--- src/rtl/mem_port_arbiter.sv ---
// Shares one data-memory port between the CPU MEM stage and an external loader; grant is combinational, ext read data is registered.
// Optional build macro MEM_ARB_RR_EN: round-robin plain contention (default: CPU wins plain contention).
module mem_port_arbiter #(
  parameter int BURST_MAX  = 8,
  parameter int STARVE_MAX = 16
) (
  input  logic        clk,
  input  logic        rst_n,
  input  logic        cpu_req,
  input  logic        cpu_we,
  input  logic [31:0] cpu_addr,
  input  logic [31:0] cpu_wdata,
  output logic [31:0] cpu_rdata,
  output logic        cpu_stall,
  input  logic        ext_req,
  input  logic        ext_we,
  input  logic        ext_lock,
  input  logic [31:0] ext_addr,
  input  logic [31:0] ext_wdata,
  output logic        ext_gnt,
  output logic [31:0] ext_rdata,
  output logic        ext_rvalid,
  output logic        mem_read,
  output logic        mem_write,
  output logic [31:0] mem_addr,
  output logic [31:0] mem_wdata,
  input  logic [31:0] mem_rdata
);

  typedef enum logic {OWN_CPU = 1'b0, OWN_EXT = 1'b1} owner_t;

  localparam logic [4:0] BMAX   = BURST_MAX[4:0];
  localparam logic [4:0] SMAX   = STARVE_MAX[4:0];
  localparam logic [4:0] CNT_SAT = 5'd31;

  owner_t     last_owner;
  logic       last_lock;
  logic [4:0] burst_cnt;
  logic [4:0] starve_cnt;
  logic       cpu_gnt;
  logic       burst_cont;
  logic       starved;

  always_comb begin
    cpu_gnt    = 1'b0;
    ext_gnt    = 1'b0;
    burst_cont = (last_owner == OWN_EXT) && last_lock && (burst_cnt < BMAX);
    starved    = (starve_cnt >= SMAX);
    if (rst_n) begin
      if (cpu_req && ext_req) begin
        if (burst_cont || starved) begin
          ext_gnt = 1'b1;
        end else begin
`ifdef MEM_ARB_RR_EN
          if (last_owner == OWN_CPU) ext_gnt = 1'b1;
          else                       cpu_gnt = 1'b1;
`else
          cpu_gnt = 1'b1;
`endif
        end
      end else begin
        cpu_gnt = cpu_req;
        ext_gnt = ext_req;
      end
    end
  end

  // Grants are already forced low in reset, so every output below follows.
  always_comb begin
    mem_read  = 1'b0;
    mem_write = 1'b0;
    mem_addr  = 32'd0;
    mem_wdata = 32'd0;
    if (cpu_gnt) begin
      mem_read  = ~cpu_we;
      mem_write = cpu_we;
      mem_addr  = cpu_addr;
      mem_wdata = cpu_wdata;
    end else if (ext_gnt) begin
      mem_read  = ~ext_we;
      mem_write = ext_we;
      mem_addr  = ext_addr;
      mem_wdata = ext_wdata;
    end
  end

  assign cpu_stall = rst_n & cpu_req & ~cpu_gnt;
  assign cpu_rdata = (cpu_gnt && !cpu_we) ? mem_rdata : 32'd0;

  always_ff @(posedge clk or negedge rst_n) begin
    if (!rst_n) begin
      last_owner <= OWN_CPU;
      last_lock  <= 1'b0;
      burst_cnt  <= 5'd0;
      starve_cnt <= 5'd0;
      ext_rvalid <= 1'b0;
      ext_rdata  <= 32'd0;
    end else begin
      if (cpu_gnt) begin
        last_owner <= OWN_CPU;
        last_lock  <= 1'b0;
      end else if (ext_gnt) begin
        last_owner <= OWN_EXT;
        last_lock  <= ext_lock;
      end

      if (ext_gnt && ext_lock)
        burst_cnt <= (burst_cnt == CNT_SAT) ? CNT_SAT : burst_cnt + 5'd1;
      else
        burst_cnt <= 5'd0;

      if (ext_req && !ext_gnt)
        starve_cnt <= (starve_cnt == CNT_SAT) ? CNT_SAT : starve_cnt + 5'd1;
      else
        starve_cnt <= 5'd0;

      ext_rvalid <= ext_gnt & ~ext_we;
      if (ext_gnt && !ext_we)
        ext_rdata <= mem_rdata;
    end
  end

endmodule

--- config.mk ---
export PLATFORM = sky130hd
export DESIGN_NAME = mem_port_arbiter
export DESIGN_NICKNAME = d
export VERILOG_FILES = /design/src/rtl/mem_port_arbiter.sv
export SDC_FILE = /design/constraint.sdc
export NUM_CORES = 1
export LEC_CHECK = 0
export ABC_AREA = 1
export BUFFER_PORTS_ARGS = -buffer_cell sky130_fd_sc_hd__buf_2
export CAP_MARGIN = 40
export CORE_AREA = 4 4 114 116
export DETAILED_ROUTE_END_ITERATION = 6
export DIE_AREA = 0 0 118 120
export PLACE_DENSITY = 0.72
export SLEW_MARGIN = 25
export SYNTH_ARGS = -nofsm -noshare
export SYNTH_HDL_FRONTEND = slang
export SYNTH_SLANG_ARGS = --single-unit
--- constraint.sdc ---
create_clock -name clk -period 1.3 [get_ports clk]
set_clock_uncertainty 0.2 [all_clocks]
set_input_delay 0.13 -clock clk [delete_from_list [all_inputs] [get_ports clk]]
set_output_delay 0.13 -clock clk [all_outputs]
set_load 0.02 [all_outputs]
==> results of run 1 <==
## registers in the layout, summed over array words and instances (netlist names)
signal,flops
burst_cnt,5
ext_rdata,32
ext_rvalid,1
last_lock,1
last_owner,1
starve_cnt,5
## worst min-delay path by stage
stage | startpoint | endpoint | slack [ns]
final | ext_req | starve_cnt[2]$_DFF_PN0_ | 0.05
after global routing | ext_req | starve_cnt[4]$_DFF_PN0_ | 0.07
after CTS | ext_req | starve_cnt[4]$_DFF_PN0_ | 0.04
after detailed placement | rst_n | last_owner$_DFFE_PN0P_ | -0.04
after global placement | rst_n | starve_cnt[3]$_DFF_PN0_ | -0.04
after floorplan | rst_n | burst_cnt[0]$_DFF_PN0_ | -0.37
## power breakdown
part	internal, mW	switching (mW)	total [mW]
Clock	0.815	0.544	1.36
Sequential	1.62	0.183	1.80
Combinational	1.18	1.53	2.71
Total	3.61	2.25	5.87
## cells in the mapped netlist
master	n	area (um2)
nand3_2	1	10.01
buf_6	6	67.56
xor2_1	1	8.760
nand2_1	205	769.5
inv_1	41	153.9
xnor2_1	2	17.52
ha_1	2	25.02
nand3_4	1	17.52
nand3b_2	1	11.26
buf_1	3	11.26
nand2_2	3	18.77
clkinv_1	1	3.750
buf_2	15	75.07
nor2_1	53	198.9
or2_2	1	6.260
a21oi_1	1	5.000
o21ai_0	2	10.01
clkbuf_1	7	26.28
inv_2	2	7.510
buf_4	5	37.54
nand3_1	70	350.3
dfrtp_1	45	1126
nand4_1	32	200.2
## layer usage
| layer | GRT usage [%] | vias to the layer above | wire length, um | part of all wire [%] |
|---|---|---|---|---|
| li1 | - | 2295 | - | - |
| met1 | 24.88 | 2397 | 6678 | 34 |
| met2 | 39.13 | 414 | 10130 | 52 |
| met4 | 7.253 | 2 | 735 | 3.8 |
| met3 | 4.948 | 70 | 1942 | 10 |
| met5 | 0 | - | 14 | 0.072 |
## kinds of logic after synthesis
| logic type | Yosys count |
|---|---|
| xor gates and xnor gates | 3 |
| buffers and inverters | 80 |
| AOI/OAI and AO/OA | 3 |
| and+or+nand+nor | 367 |
| adders and majority gates | 2 |
| DFF | 45 |
## cell type report
class	count	area (um2)	area share, %
Clock buffer	7	152.6	2.055
Clock inverter	1	5.005	0.06736
Inverter	44	177.7	2.391
Multi-Input combinational cell	375	2524	33.97
Sequential cell	45	1126	15.16
Tap cell	147	183.9	2.476
Timing Repair Buffer	387	3249	43.74
Timing Repair inverter	1	11.26	0.1516
## metrics by stage
stage	cells	util, %	power (mW)
6_report	1007	62.37	5.869
5_1_grt	1007	62.37	6.094
4_1_cts	993	55.50	5.394
3_5_place_dp	939	44.02	3.688
3_3_place_gp	939	44.02	3.667
2_1_floorplan	500	-	2.815
## tightest hold or removal path: stages
cell,delay (ns)
buf_2,0.16
nand2_1,0.16
nor2_1,0.05
## timing repair
item,4_1_cts,5_1_grt
endpoints found under the setup margin,144,145
pin swaps,2,20
cloned,6,8
buffers inserted,6,14
endpoints found under the hold margin,83,0
hold buffers,34,0
gates resized for setup,199,192
==> reports/metrics.yaml, run 1 <==
outcome:
  status: "finished, violations left"
  violations: "setup timing"
synthesis:
  synth_mux_area_share_pct: 0
  synth-xor-area-share_pct: 0.8320
  syn_inst: 500
  synth_compound_area_share_pct: 0.4754
  synth_warnings: 0
  syn_area_per_cell_um2: 6.316
  synth-seq-cells: 45
  syn_nets: 669
  synth.distinct_cells: 23
  synthAdderAreaFrac_pct: 0.7924
  synth_top_family_by_area: "simple AND/OR/NAND/NOR gates"
  yosysSeqAreaShare_pct: 35.66
  syn_area_um2: 3158
  synth_simple_gate_area_share_pct: 50.12
clock_network:
  cts_tree: "yes"
  cts.sink_count: 45
  clk_latency_ns: 0.29
  cts_max_level: 2
  clk_pin_slew_ns: 0.07
  root_buffer: "clkbuf_16"
  cts_buffer_depth: 2
  numCtsBuffers: 5
setup_path:
  crit_cells: 9
  criticalPathCategory: "reg -> out"
  critical_path.endpoint: "cpu_rdata[29]"
  crit_family: "simple AND/OR/NAND/NOR gates"
  cp_slowest_stage_delay_ns: 0.39
  end_kind: "primary output"
  slowest_stage: "dfrtp_1"
  critical_path.startpoint_type: "flip-flop"
  rrSetupSlack_ns: -0.56
  critPathRequiredTime_ns: 0.97
  crit_chain: "nand2_1, inv_1, nand2_2, nand2_4, nand2_8, nand3b_4, buf_12, nor2_2, buf_6"
  r2r-end: "ext_rdata[14]$_DFFE_PN0P_"
  cp.arrival_ns: 1.73
  worstSetupStartpoint: "last_owner$_DFFE_PN0P_"
  path_buf_inv: 3
  ff2ff_path_depth: 10
  crit_fanout: 11
  reg2reg_from: "burst_cnt[4]$_DFF_PN0_"
floorplan:
  die_h_um: 120
  io_pins: 300
  fp.dieW_um: 118
  initial_utilization_pct: 26.51
  fp.coreArea_um2: 11910
  dieArea_um2: 14160
  rows: 40
cells_and_area:
  stdcell_area_um2: 7430
  fillers: 882
  diodes: 0
  final_common_cell: "buf_2"
  area_growth_pct: 135.3
  drive_gt1_share_pct: 65.23
  finalNetCount: 1028
  mostFrequentLayoutCells: "buf_2, buf_6, nand2_2, nand3_1, nand2_1"
placement:
  io_buffers: 299
  place_area_um2: 5244
  place_hpwl_mm: 10.96
  place_ws_ns: -0.5289
  place.gp.congestion: 0.8410
routing:
  drc: 0
  antenna_left: 0
  drtIter0Drc: 444
  wl_per_cell_um: 19.37
  vias: 5178
  drt_pass1_iterations: 5
  wirelength_mm: 19.50
  via_per_inst: 5.142
sta:
  min_period_ns: 2.064
  setup_ws_ns: -0.7638
  fin_crit_sh_pct: 158.8
  slew_headroom_pct: 78.01
  setup_tns_ns: -88.30
  whs_ns: 0.05320
  hold_viol: 0
  worst_pin_slew_ns: 0.3298
  fmax_mhz: 484.5
  rsz0062_at_grt: "true"
  slew_viol_final: 0
  finalSetupViolCount: 145
global_routing:
  grt_pass1_vias: 4781
  grt_use_total_pct: 21.52
  grt_pass1_wl_mm: 25.12
  grt_antenna_before_repair: 1
  overflow: 0
  grt_max_degree: 34
worst_hold_path:
  whs_path_depth: 3
  holdCritPathClass: "in -> reg"
power_and_ir_drop:
  irDropWorstVdd_v: 0.0006404
  p_leak_nw: 4.215
  powerDensity_nw_per_um2: 789.9
flow_run:
  maxCapViolCount: 0
Note: power is estimated with default switching activity, not from simulation.
==> run 2, diff against run 1 <==
--- a/config.mk
+++ b/config.mk
@@ -6,13 +6,14 @@
 export NUM_CORES = 1
 export LEC_CHECK = 0
 export ABC_AREA = 1
-export BUFFER_PORTS_ARGS = -buffer_cell sky130_fd_sc_hd__buf_2
 export CAP_MARGIN = 40
 export CORE_AREA = 4 4 114 116
 export DETAILED_ROUTE_END_ITERATION = 6
 export DIE_AREA = 0 0 118 120
-export PLACE_DENSITY = 0.72
+export DONT_BUFFER_PORTS = 1
+export PLACE_DENSITY = 0.5
 export SLEW_MARGIN = 25
 export SYNTH_ARGS = -nofsm -noshare
 export SYNTH_HDL_FRONTEND = slang
 export SYNTH_SLANG_ARGS = --single-unit
+export TNS_END_PERCENT = 10
==> run 2 against run 1 <==
  * The run ends with hold timing, setup timing left
  * Via count shrank 28%
  * Non-clock buffer count down 272
  * Flip-flop and latch count stayed put
  * Critical path depth is the same
  * Utilization shrank 19 points
  * Global-route usage down 3.0 points
  * Worst setup slack better by 0.090 ns
  * Die area unchanged
  * Cell count shrank 27%
  * Largest cell class is now multi-input combinational cells
==> reports/metrics.yaml, run 2 (synthesis results as in run 1) <==
setup_path:
  critical_path.startpoint_type: "flip-flop"
  path_buf_inv: 3  # unchanged
  critPathRequiredTime_ns: 0.97  # about the same
  crit_family: "simple AND/OR/NAND/NOR gates"
  slowest_stage: "dfrtp_1"
  reg2reg_from: "burst_cnt[4]$_DFF_PN0_"
  cp.arrival_ns: 1.64  # -0.09 ns
  end_kind: "primary output"
  crit_fanout: 17  # +6
  worstSetupStartpoint: "last_owner$_DFFE_PN0P_"
  criticalPathCategory: "reg -> out"
  worst_path_most_repeated_cell: "nand2_2"
  crit_chain: "nand2_1, inv_1, nand2_2, nand2_2, nand2_4, nand3b_4, buf_12, nor2_2, buf_6"
  cp_slowest_stage_delay_ns: 0.39  # about the same
clock_network:
  cts.sink_count: 45  # unchanged
  clk_latency_ns: 0.28  # about the same
  root_buffer: "clkbuf_16"
  cts_hold_buf: 35  # +2.9%
  cts_max_level: 2  # unchanged
  numCtsBuffers: 5  # unchanged
  cts_tree: "yes"
  clk_pin_slew_ns: 0.06  # about the same
  cts_buffer_depth: 2  # unchanged
cells_and_area:
  utilization_pct: 42.98  # -19 points
  stdcell_area_um2: 5120  # -31%
  largestRegisters: "ext_rdata x32, burst_cnt x5, starve_cnt x5"
  drive_gt1_share_pct: 38.50  # -27 points
  mostFrequentLayoutCells: "nand2_1, nand2_2, nand3_1, dfrtp_1, inv_1"
  fillers: 1188  # +35%
  area_growth_pct: 62.12
  top_register: "ext_rdata"
  diodes: 0  # unchanged
  finalNetCount: 755  # -27%
  largest_register_ffs: 32  # unchanged
  final_common_cell: "nand2_1"
flow_run:
  maxCapViolCount: 0  # unchanged
global_routing:
  grt_antenna_before_repair: 0  # -1
  grt_pass1_vias: 3800  # -21%
  grt_pass1_wl_mm: 21.08  # -16%
  use_met1_pct: 20.64  # -4.2 points
  use_met2_pct: 31.62  # -7.5 points
  overflow: 0  # unchanged
  use_met3_pct: 7.776  # +2.8 points
  grt_use_total_pct: 18.54  # -3.0 points
  grt-busiest-layer: "met2"
  grt_max_degree: 49  # +44%
outcome:
  status: "finished, violations left"
  violations: "hold timing, setup timing"
routing:
  via_per_inst: 5.108  # -0.67%
  vias: 3749  # -28%
  wl_per_cell_um: 19.63  # +1.3%
  drt_pass1_iterations: 4  # -1
  antenna_left: 0  # unchanged
  drtIter0Drc: 216  # -51%
  drc: 0  # unchanged
  wirelength_mm: 14.41  # -26%
floorplan:
  rows: 40  # unchanged
  initial_utilization_pct: 26.51  # unchanged
  dieArea_um2: 14160  # unchanged
  die_h_um: 120  # unchanged
  io_pins: 300  # unchanged
  fp.coreArea_um2: 11910  # unchanged
  fp.dieW_um: 118  # unchanged
sta:
  hold_viol: 47  # +47
  fin_crit_sh_pct: 151.8  # -6.9 points
  slew_viol_final: 0  # unchanged
  setup_ws_ns: -0.6740  # +0.08979 ns
  finalSetupViolCount: 145  # unchanged
  min_period_ns: 1.974  # -0.08979 ns
  whs_ns: -0.6658  # -0.7190 ns
  slew_headroom_pct: 78.52  # +0.51 points
  setup_tns_ns: -69.75  # +18.54 ns
  rsz0062_at_grt: "true"
  fmax_mhz: 506.6  # +4.5%
  worst_pin_slew_ns: 0.3222  # -0.007580 ns
power_and_ir_drop:
  irDropWorstVdd_v: 0.0009067  # +42%
  p_leak_nw: 2.619  # -38%
  power_mw: 4.822  # -18%
  powerDensity_nw_per_um2: 941.9  # +19%
placement:
  place.gp.congestion: 0.9317  # +11%
  place_hpwl_mm: 10.53  # -4.0%
  place_area_um2: 3970  # -24%
  io_buffers: 0  # -100%
worst_hold_path:
  holdCritPathClass: "in -> async"
-- run 2: repair_timing --
item                                   in CTS  in global routing
endpoints found under the hold margin      89                 47
pin swaps                                  51                 15
gates cloned                                3                  3
setup endpoints to repair                 144                145
setup buffers                               1                  2
gates resized for setup                    58                 61
-- run 2: metal layers --
metal	vias to the layer above	routed length, um
li1	1743	-
met1	1743	5144
met2	234	7159
met3	29	1649
met4	0	454
met5	-	0
-- run 2: worst paths after layout --
| path | to | slack (ns) | depth (start not counted) |
|---|---|---|---|
| max | cpu_rdata[28] | -0.67 | 9 |
| max reg2reg | ext_rdata[14]$_DFFE_PN0P_ | -0.24 | 8 |
| max in group asynchronous | ext_rdata[25]$_DFFE_PN0P_ | 1.46 | 0 |
| min | ext_rdata[10]$_DFFE_PN0P_ | -0.67 | 0 |
| min reg2reg | last_lock$_DFFE_PN0P_ | 0.27 | 2 |
| min in group clk | last_lock$_DFFE_PN0P_ | -0.11 | 3 |
-- run 2: area by class of cell --
| type | instances | area [um2] | area share (%) |
|---|---|---|---|
| Sequential cell | 45 | 1126 | 21.99 |
| Inverter | 44 | 177.7 | 3.470 |
| Clock buffer | 7 | 142.6 | 2.786 |
| Tap cell | 147 | 183.9 | 3.592 |
| Multi-Input combinational cell | 375 | 2201 | 42.99 |
| Clock inverter | 1 | 30.03 | 0.5865 |
| Timing Repair Buffer | 115 | 1259 | 24.58 |
-- run 2: through the flow --
stage / std cells / hold WS (ns) / setup WS, ns
6_report: 734 / -0.6658 / -0.6740
3_5_place_dp: 682 / -0.3641 / -0.4173
4_1_cts: 729 / -0.6761 / -0.6946
2_1_floorplan: 500 / -0.3656 / -0.2446
5_1_grt: 734 / -0.6847 / -0.7579
3_3_place_gp: 682 / -0.3641 / -0.3755
-- run 2: power by group --
group,switching [mW],leakage (nW),internal (mW),total (mW)
registers,0.446,0.579,1.62,2.07
clock network,0.520,0.0841,0.961,1.48
logic,0.778,1.96,0.498,1.28
total,1.74,2.62,3.08,4.82
